## src/rtl/audio_voice_synth.sv

```systemverilog
// audio_voice_synth: time-multiplexed multi-voice oscillator mixer with sigma-delta PDM output; SYNTH_NOISE_EN adds the LFSR noise source
module audio_voice_synth #(
    parameter int VOICES   = 4,
    parameter int PHASE_W  = 16,
    parameter int SAMPLE_W = 12,
    localparam int VSEL_W  = (VOICES > 1) ? $clog2(VOICES) : 1,
    localparam int MIX_W   = SAMPLE_W + $clog2(VOICES)
) (
    input  logic               clk,
    input  logic               rst_n,
    input  logic               sample_tick,
    input  logic               cfg_we,
    input  logic [VSEL_W-1:0]  cfg_voice,
    input  logic [PHASE_W-1:0] cfg_freq,
    input  logic [1:0]         cfg_wave,
    input  logic [3:0]         cfg_vol,
    output logic               busy,
    output logic               sample_valid,
    output logic [MIX_W-1:0]   mix,
    output logic               pdm_out
);
    typedef enum logic {IDLE, RUN} state_t;
    state_t state_q, state_d;
    logic [VSEL_W-1:0] vidx_q, vidx_d;
    logic [MIX_W-1:0] acc_q, acc_d, mix_q, mix_d, pdm_acc_q, pdm_acc_d;
    logic valid_q, valid_d, pdm_q, pdm_d;
    logic [PHASE_W-1:0] phase_q [VOICES];
    logic [PHASE_W-1:0] phase_d [VOICES];
    logic [PHASE_W-1:0] freq_q [VOICES];
    logic [PHASE_W-1:0] freq_d [VOICES];
    logic [1:0] wave_q [VOICES];
    logic [1:0] wave_d [VOICES];
    logic [3:0] vol_q [VOICES];
    logic [3:0] vol_d [VOICES];
    logic [PHASE_W-1:0] p;
    logic [SAMPLE_W-1:0] tri_w, noise_w, wv;
    logic [SAMPLE_W+3:0] prod;
`ifdef SYNTH_NOISE_EN
    logic [15:0] lfsr_q, lfsr_d;
    logic [SAMPLE_W-1:0] noise_hold_q [VOICES];
    logic [SAMPLE_W-1:0] noise_hold_d [VOICES];
    logic wrap;
`endif
    always_comb begin
        state_d = state_q;
        vidx_d  = vidx_q;
        acc_d   = acc_q;
        mix_d   = mix_q;
        valid_d = 1'b0;
        phase_d = phase_q;
        freq_d  = freq_q;
        wave_d  = wave_q;
        vol_d   = vol_q;
        p       = phase_q[vidx_q] + freq_q[vidx_q];
        tri_w   = p[PHASE_W-2 -: SAMPLE_W] ^ {SAMPLE_W{p[PHASE_W-1]}};
`ifdef SYNTH_NOISE_EN
        lfsr_d       = lfsr_q;
        noise_hold_d = noise_hold_q;
        wrap         = p < phase_q[vidx_q];
        noise_w      = wrap ? lfsr_q[15 -: SAMPLE_W] : noise_hold_q[vidx_q];
`else
        noise_w = '0;
`endif
        wv = (wave_q[vidx_q] == 2'd0) ? p[PHASE_W-1 -: SAMPLE_W] :
             (wave_q[vidx_q] == 2'd1) ? {SAMPLE_W{~p[PHASE_W-1]}} :
             (wave_q[vidx_q] == 2'd2) ? tri_w : noise_w;
        prod = {4'd0, wv} * {{SAMPLE_W{1'b0}}, vol_q[vidx_q]};
        if (cfg_we) begin
            freq_d[cfg_voice] = cfg_freq;
            wave_d[cfg_voice] = cfg_wave;
            vol_d[cfg_voice]  = cfg_vol;
        end
        if (state_q == IDLE) begin
            if (sample_tick) begin
                state_d = RUN;
                vidx_d  = '0;
                acc_d   = '0;
            end
        end else begin
            phase_d[vidx_q] = p;
            acc_d  = acc_q + MIX_W'(prod >> 4);
            vidx_d = vidx_q + 1'b1;
`ifdef SYNTH_NOISE_EN
            if (wrap) begin
                noise_hold_d[vidx_q] = lfsr_q[15 -: SAMPLE_W];
                lfsr_d = {1'b0, lfsr_q[15:1]} ^ (lfsr_q[0] ? 16'hB400 : 16'h0000);
            end
`endif
            if (vidx_q == VSEL_W'(VOICES - 1)) begin
                state_d = IDLE;
                mix_d   = acc_d;
                valid_d = 1'b1;
            end
        end
        {pdm_d, pdm_acc_d} = {1'b0, pdm_acc_q} + {1'b0, mix_q};
    end
    always_ff @(posedge clk) begin
        if (!rst_n) begin
            state_q   <= IDLE;
            vidx_q    <= '0;
            acc_q     <= '0;
            mix_q     <= '0;
            valid_q   <= 1'b0;
            pdm_acc_q <= '0;
            pdm_q     <= 1'b0;
            for (int i = 0; i < VOICES; i++) begin
                phase_q[i] <= '0;
                freq_q[i]  <= '0;
                wave_q[i]  <= '0;
                vol_q[i]   <= '0;
            end
        end else begin
            state_q   <= state_d;
            vidx_q    <= vidx_d;
            acc_q     <= acc_d;
            mix_q     <= mix_d;
            valid_q   <= valid_d;
            pdm_acc_q <= pdm_acc_d;
            pdm_q     <= pdm_d;
            phase_q   <= phase_d;
            freq_q    <= freq_d;
            wave_q    <= wave_d;
            vol_q     <= vol_d;
        end
    end
`ifdef SYNTH_NOISE_EN
    always_ff @(posedge clk) begin
        if (!rst_n) begin
            lfsr_q <= 16'hACE1;
            for (int i = 0; i < VOICES; i++) noise_hold_q[i] <= '0;
        end else begin
            lfsr_q       <= lfsr_d;
            noise_hold_q <= noise_hold_d;
        end
    end
`endif
    assign busy         = (state_q == RUN);
    assign sample_valid = valid_q;
    assign mix          = mix_q;
    assign pdm_out      = pdm_q;
endmodule

```

## config.mk

```make
export PLATFORM = sky130hd
export DESIGN_NAME = audio_voice_synth
export DESIGN_NICKNAME = d
export VERILOG_FILES = /design/src/rtl/audio_voice_synth.sv
export SDC_FILE = /design/constraint.sdc
export NUM_CORES = 1
export LEC_CHECK = 0
export ABC_AREA = 1
export BUFFER_PORTS_ARGS = -buffer_cell sky130_fd_sc_hd__buf_2
export CAP_MARGIN = 20
export CELL_PAD_IN_SITES_DETAIL_PLACEMENT = 1
export CELL_PAD_IN_SITES_GLOBAL_PLACEMENT = 1
export CORE_MARGIN = 2
export CORE_UTILIZATION = 46
export CTS_BUF_LIST = sky130_fd_sc_hd__clkbuf_8 sky130_fd_sc_hd__clkbuf_16
export DETAILED_ROUTE_END_ITERATION = 10
export MAX_ROUTING_LAYER = met4
export PLACE_DENSITY = 0.92
export SLEW_MARGIN = 40
export SYNTH_ARGS = -nofsm -noshare
export SYNTH_HDL_FRONTEND = slang
export SYNTH_SLANG_ARGS = --single-unit
```

## constraint.sdc

```tcl
create_clock -name clk -period 7.4 [get_ports clk]
set_input_delay 0.37 -clock clk [delete_from_list [all_inputs] [get_ports clk]]
set_output_delay 0.37 -clock clk [all_outputs]
set_load 0.03 [all_outputs]
```

==> flow_metrics.py <==
metrics = {
    "run_status": {
        "outcome": "finished with violations",
        "violations": "setup timing",
    },
    "layout": {
        "most-common-layout-cells": "256 x nand2_1, 212 x inv_1, 202 x nor2_1",
        "fill_cells": 3116,
        "n_antenna_cell": 0,
        "final_nets": 1793,
        "finalInstanceArea_um2": 13400,
        "area_delta_synth_final_pct": 16.1,
        "drive_gt1_frac": 0.138,
        "instances_no_fill": 2015,
        "final_common_cell": "nand2_1",
    },
    "power": {
        "net-switching-power_mw": 1.47,
        "p_int_mw": 2.11,
        "combPwrFrac": 0.384,
        "ir_worst_vdd_uv": 112,
        "power.total_mw": 3.58,
        "power_density_nw_per_um2": 268,
        "clock_power_share": 0.289,
        "p_leak_nw": 6.10,
        "p_sw_frac": 0.410,
        "p_seq_frac": 0.327,
    },
    "placement": {
        "dpl_cell_area_um2": 12000,
        "pre_cts_ws_ps": 27.2,
        "port_buffers": 44,
        "hpwl_um": 25000,
        "place_congestion": 0.916,
        "dp_cells": 1960,
    },
    "die": {
        "core_area_um2": 24500,
        "rows": 57,
        "die_area_um2": 26300,
        "die_x_um": 162,
        "ios": 45,
        "initial_utilization": 0.471,
        "fp.dieH_um": 162,
    },
    "logic_synthesis": {
        "synthTopCellsByArea": "dfxtp_1 35%, o21ai_0 8.8%, nand2_1 8.5%, inv_1 7.1%, ha_1 7.1%",
        "synthesis.nets": 1761,
        "yosys_register_bits": 199,
        "synthXorXnorAreaFrac": 0.0197,
        "ys_types": 46,
        "synth_top_area_frac": 0.346,
        "synthAdderAreaFrac": 0.109,
        "syn_area_um2": 11500,
        "synth-simple-area-share": 0.210,
        "yosys_warnings": 0,
        "syn_avg_cell_area_um2": 6.99,
        "syn_inst": 1646,
        "synth_top_family_by_area": "compound AO/OA/AOI/OAI gates",
        "ys_seq_area_frac": 0.346,
        "synth-compound-area-share": 0.217,
        "ys_async_sr_fraction": 0,
        "synth_top_cell_by_area": "dfxtp_1",
        "synthMuxAreaShare": 0,
        "synth_flop_cell": "dfxtp_1",
        "synth_edf_count": 0,
    },
    "job": {
        "cap_violations": 0,
    },
    "sta": {
        "maxSlewViolCount": 0,
        "worst_pin_slew_ps": 865,
        "skew_ps": 27.7,
        "setup-violations-final": 2,
        "min_period_over_period": 1.01,
        "rsz0062_at_grt": "true",
        "layout_min_cycle_time_ps": 7500,
        "fmax_mhz": 133,
        "holdWs_ps": 162,
        "hold_viol_final": 0,
        "relSlewSlack": 0.423,
        "fin_ws_ps": -98.9,
    },
    "clock_network": {
        "cts.sinks": 199,
        "clkTransAtPathRegs_ps": 100,
        "cts-buffers-inserted": 17,
        "cts_tree": "done",
        "clockBufferDepth": 2,
        "cts_root_buf": "clkbuf_16",
        "holdBufCountCts": 0,
        "h-tree-depth": 4,
        "clk_latency_ps": 470,
    },
    "setup_path": {
        "criticalPathCategory": "flip-flop to flip-flop",
        "worstSetupStartpointType": "flip-flop",
        "cp_data_arrival_time_ps": 7890,
        "cp-end-kind": "flip-flop",
        "critical_path_required_ps": 7790,
        "cp.buffers_inverters": 9,
        "cp_top_family": "simple AND/OR/NAND/NOR gates",
        "slowest_stage": "fa_1",
        "cpPeakStageDelay_ps": 540,
        "critPathMostFrequentCell": "nand2_1",
        "critical_path.max_fanout": 15,
    },
    "worst_hold_path": {
        "hold_path.class": "primary input to flip-flop",
    },
    "route": {
        "ant_nets": 0,
        "vias_per_cell": 5.88,
        "vias": 11900,
        "wire_per_inst_um": 20.5,
        "drt-total-wl_um": 41300,
        "route.detailed.drc": 0,
        "first_pass_iters": 5,
        "drtIter0Drc": 842,
    },
    "grt": {
        "grt-ovfl-total": 0,
        "antenna_found_initial": 0,
        "grt_pass1_vias": 12000,
        "grt_usage": 0.296,
        "grt_max_degree": 104,
        "grt_pass1_wl_um": 60700,
    },
}
-- final timing paths --
| kind | cells past startpoint | from | to | slack, ps |
|---|---|---|---|---|
| max | 45 | vidx_q[0] | acc_q[13] | -100 |
| min | 3 | cfg_freq[9] | freq_q[41] | 160 |
| max reg2reg | 45 | vidx_q[0] | acc_q[13] | -100 |
| min reg2reg | 2 | freq_q[24] | freq_q[24] | 450 |
-- cell usage after synthesis (2+ instances only) --
master    count
a31oi_1       3
xnor2_1       5
nand2_1     262
nand2_2       9
fa_1         22
a221oi_1      2
dfxtp_1     199
o21a_1        5
clkbuf_1     68
nand2_4       4
nor2_1      207
nor3_1        9
o221ai_1      3
nand3_2       6
o22ai_1      30
a32oi_1       5
nand4_1       3
nand3b_1      5
o211ai_1     29
and2_1        3
inv_1       218
o21ai_0     203
buf_1         6
xor2_1       19
a21o_1        2
ha_1         65
nand3_1      58
a21oi_1     154
o21ai_1       9
or2_2        10
inv_2         3
o21bai_1      6
-- state kept, by name, summed over array words and instances (netlist names) --
name          flops
freq_q           64
phase_q          64
vol_q            16
acc_q            14
mix              14
pdm_acc_q        14
wave_q            8
vidx_q            2
busy              1
pdm_out           1
sample_valid      1
-- through the flow --
| stage | TNS (ps) | util |
|---|---|---|
| CTS | 0 | 0.522 |
| finish | -120 | 0.546 |
| floorplan | 0 | - |
| global placement | 0 | 0.493 |
| detailed placement | 0 | 0.493 |
| global route | -2230 | 0.546 |
-- worst reg2reg max path: cells and delay by family (launching register included) --
family	cells	cell delay, ps
AND/OR/NAND/NOR	20	2220
adder cells (fa/ha/maj)	5	2040
AO/OA/AOI/OAI	9	1470
buffers and inverters	9	900
flip-flops	1	480
XOR/XNOR	2	320
-- layout make-up --
| type | instances | area [µm²] | area share |
|---|---|---|---|
| inverter | 223 | 846 | 0.0633 |
| tap | 324 | 405 | 0.0303 |
| sequential | 199 | 3990 | 0.298 |
| clock buffer | 17 | 425 | 0.0318 |
| timing repair buffer | 89 | 703 | 0.0526 |
| clock inverter | 15 | 220 | 0.0165 |
| multi-input combinational | 1148 | 6780 | 0.507 |
-- power groups by stage --
stage               Sequential [mW]  Clock (mW)  Combinational (mW)
CTS                            1.16        1.03                1.17
floorplan                      1.18           0               0.802
global route                   1.17        1.08                1.50
detailed placement             1.19           0                1.14
global placement               1.18           0                1.09
finish                         1.17        1.03                1.38
-- logic make-up after synthesis --
| family | count (synthesis) |
|---|---|
| fa+ha+maj | 87 |
| buf+inv | 299 |
| xor+xnor | 25 |
| compound gates | 457 |
| flops | 199 |
| simple gates | 579 |
-- routing by layer --
metal  track usage  wire length [µm]
met5             -                 0
met2         0.524             20800
met4         0.111              1530
met1         0.341             16900
met3        0.0416              2060
-- what timing repair did --
item	4_1_cts	5_1_grt
buffers inserted	0	17
gates resized for setup	11	100
endpoints found under the setup margin	4	18
cloned	2	3
pin swaps	0	23
Power figures use the tool's default switching activity.
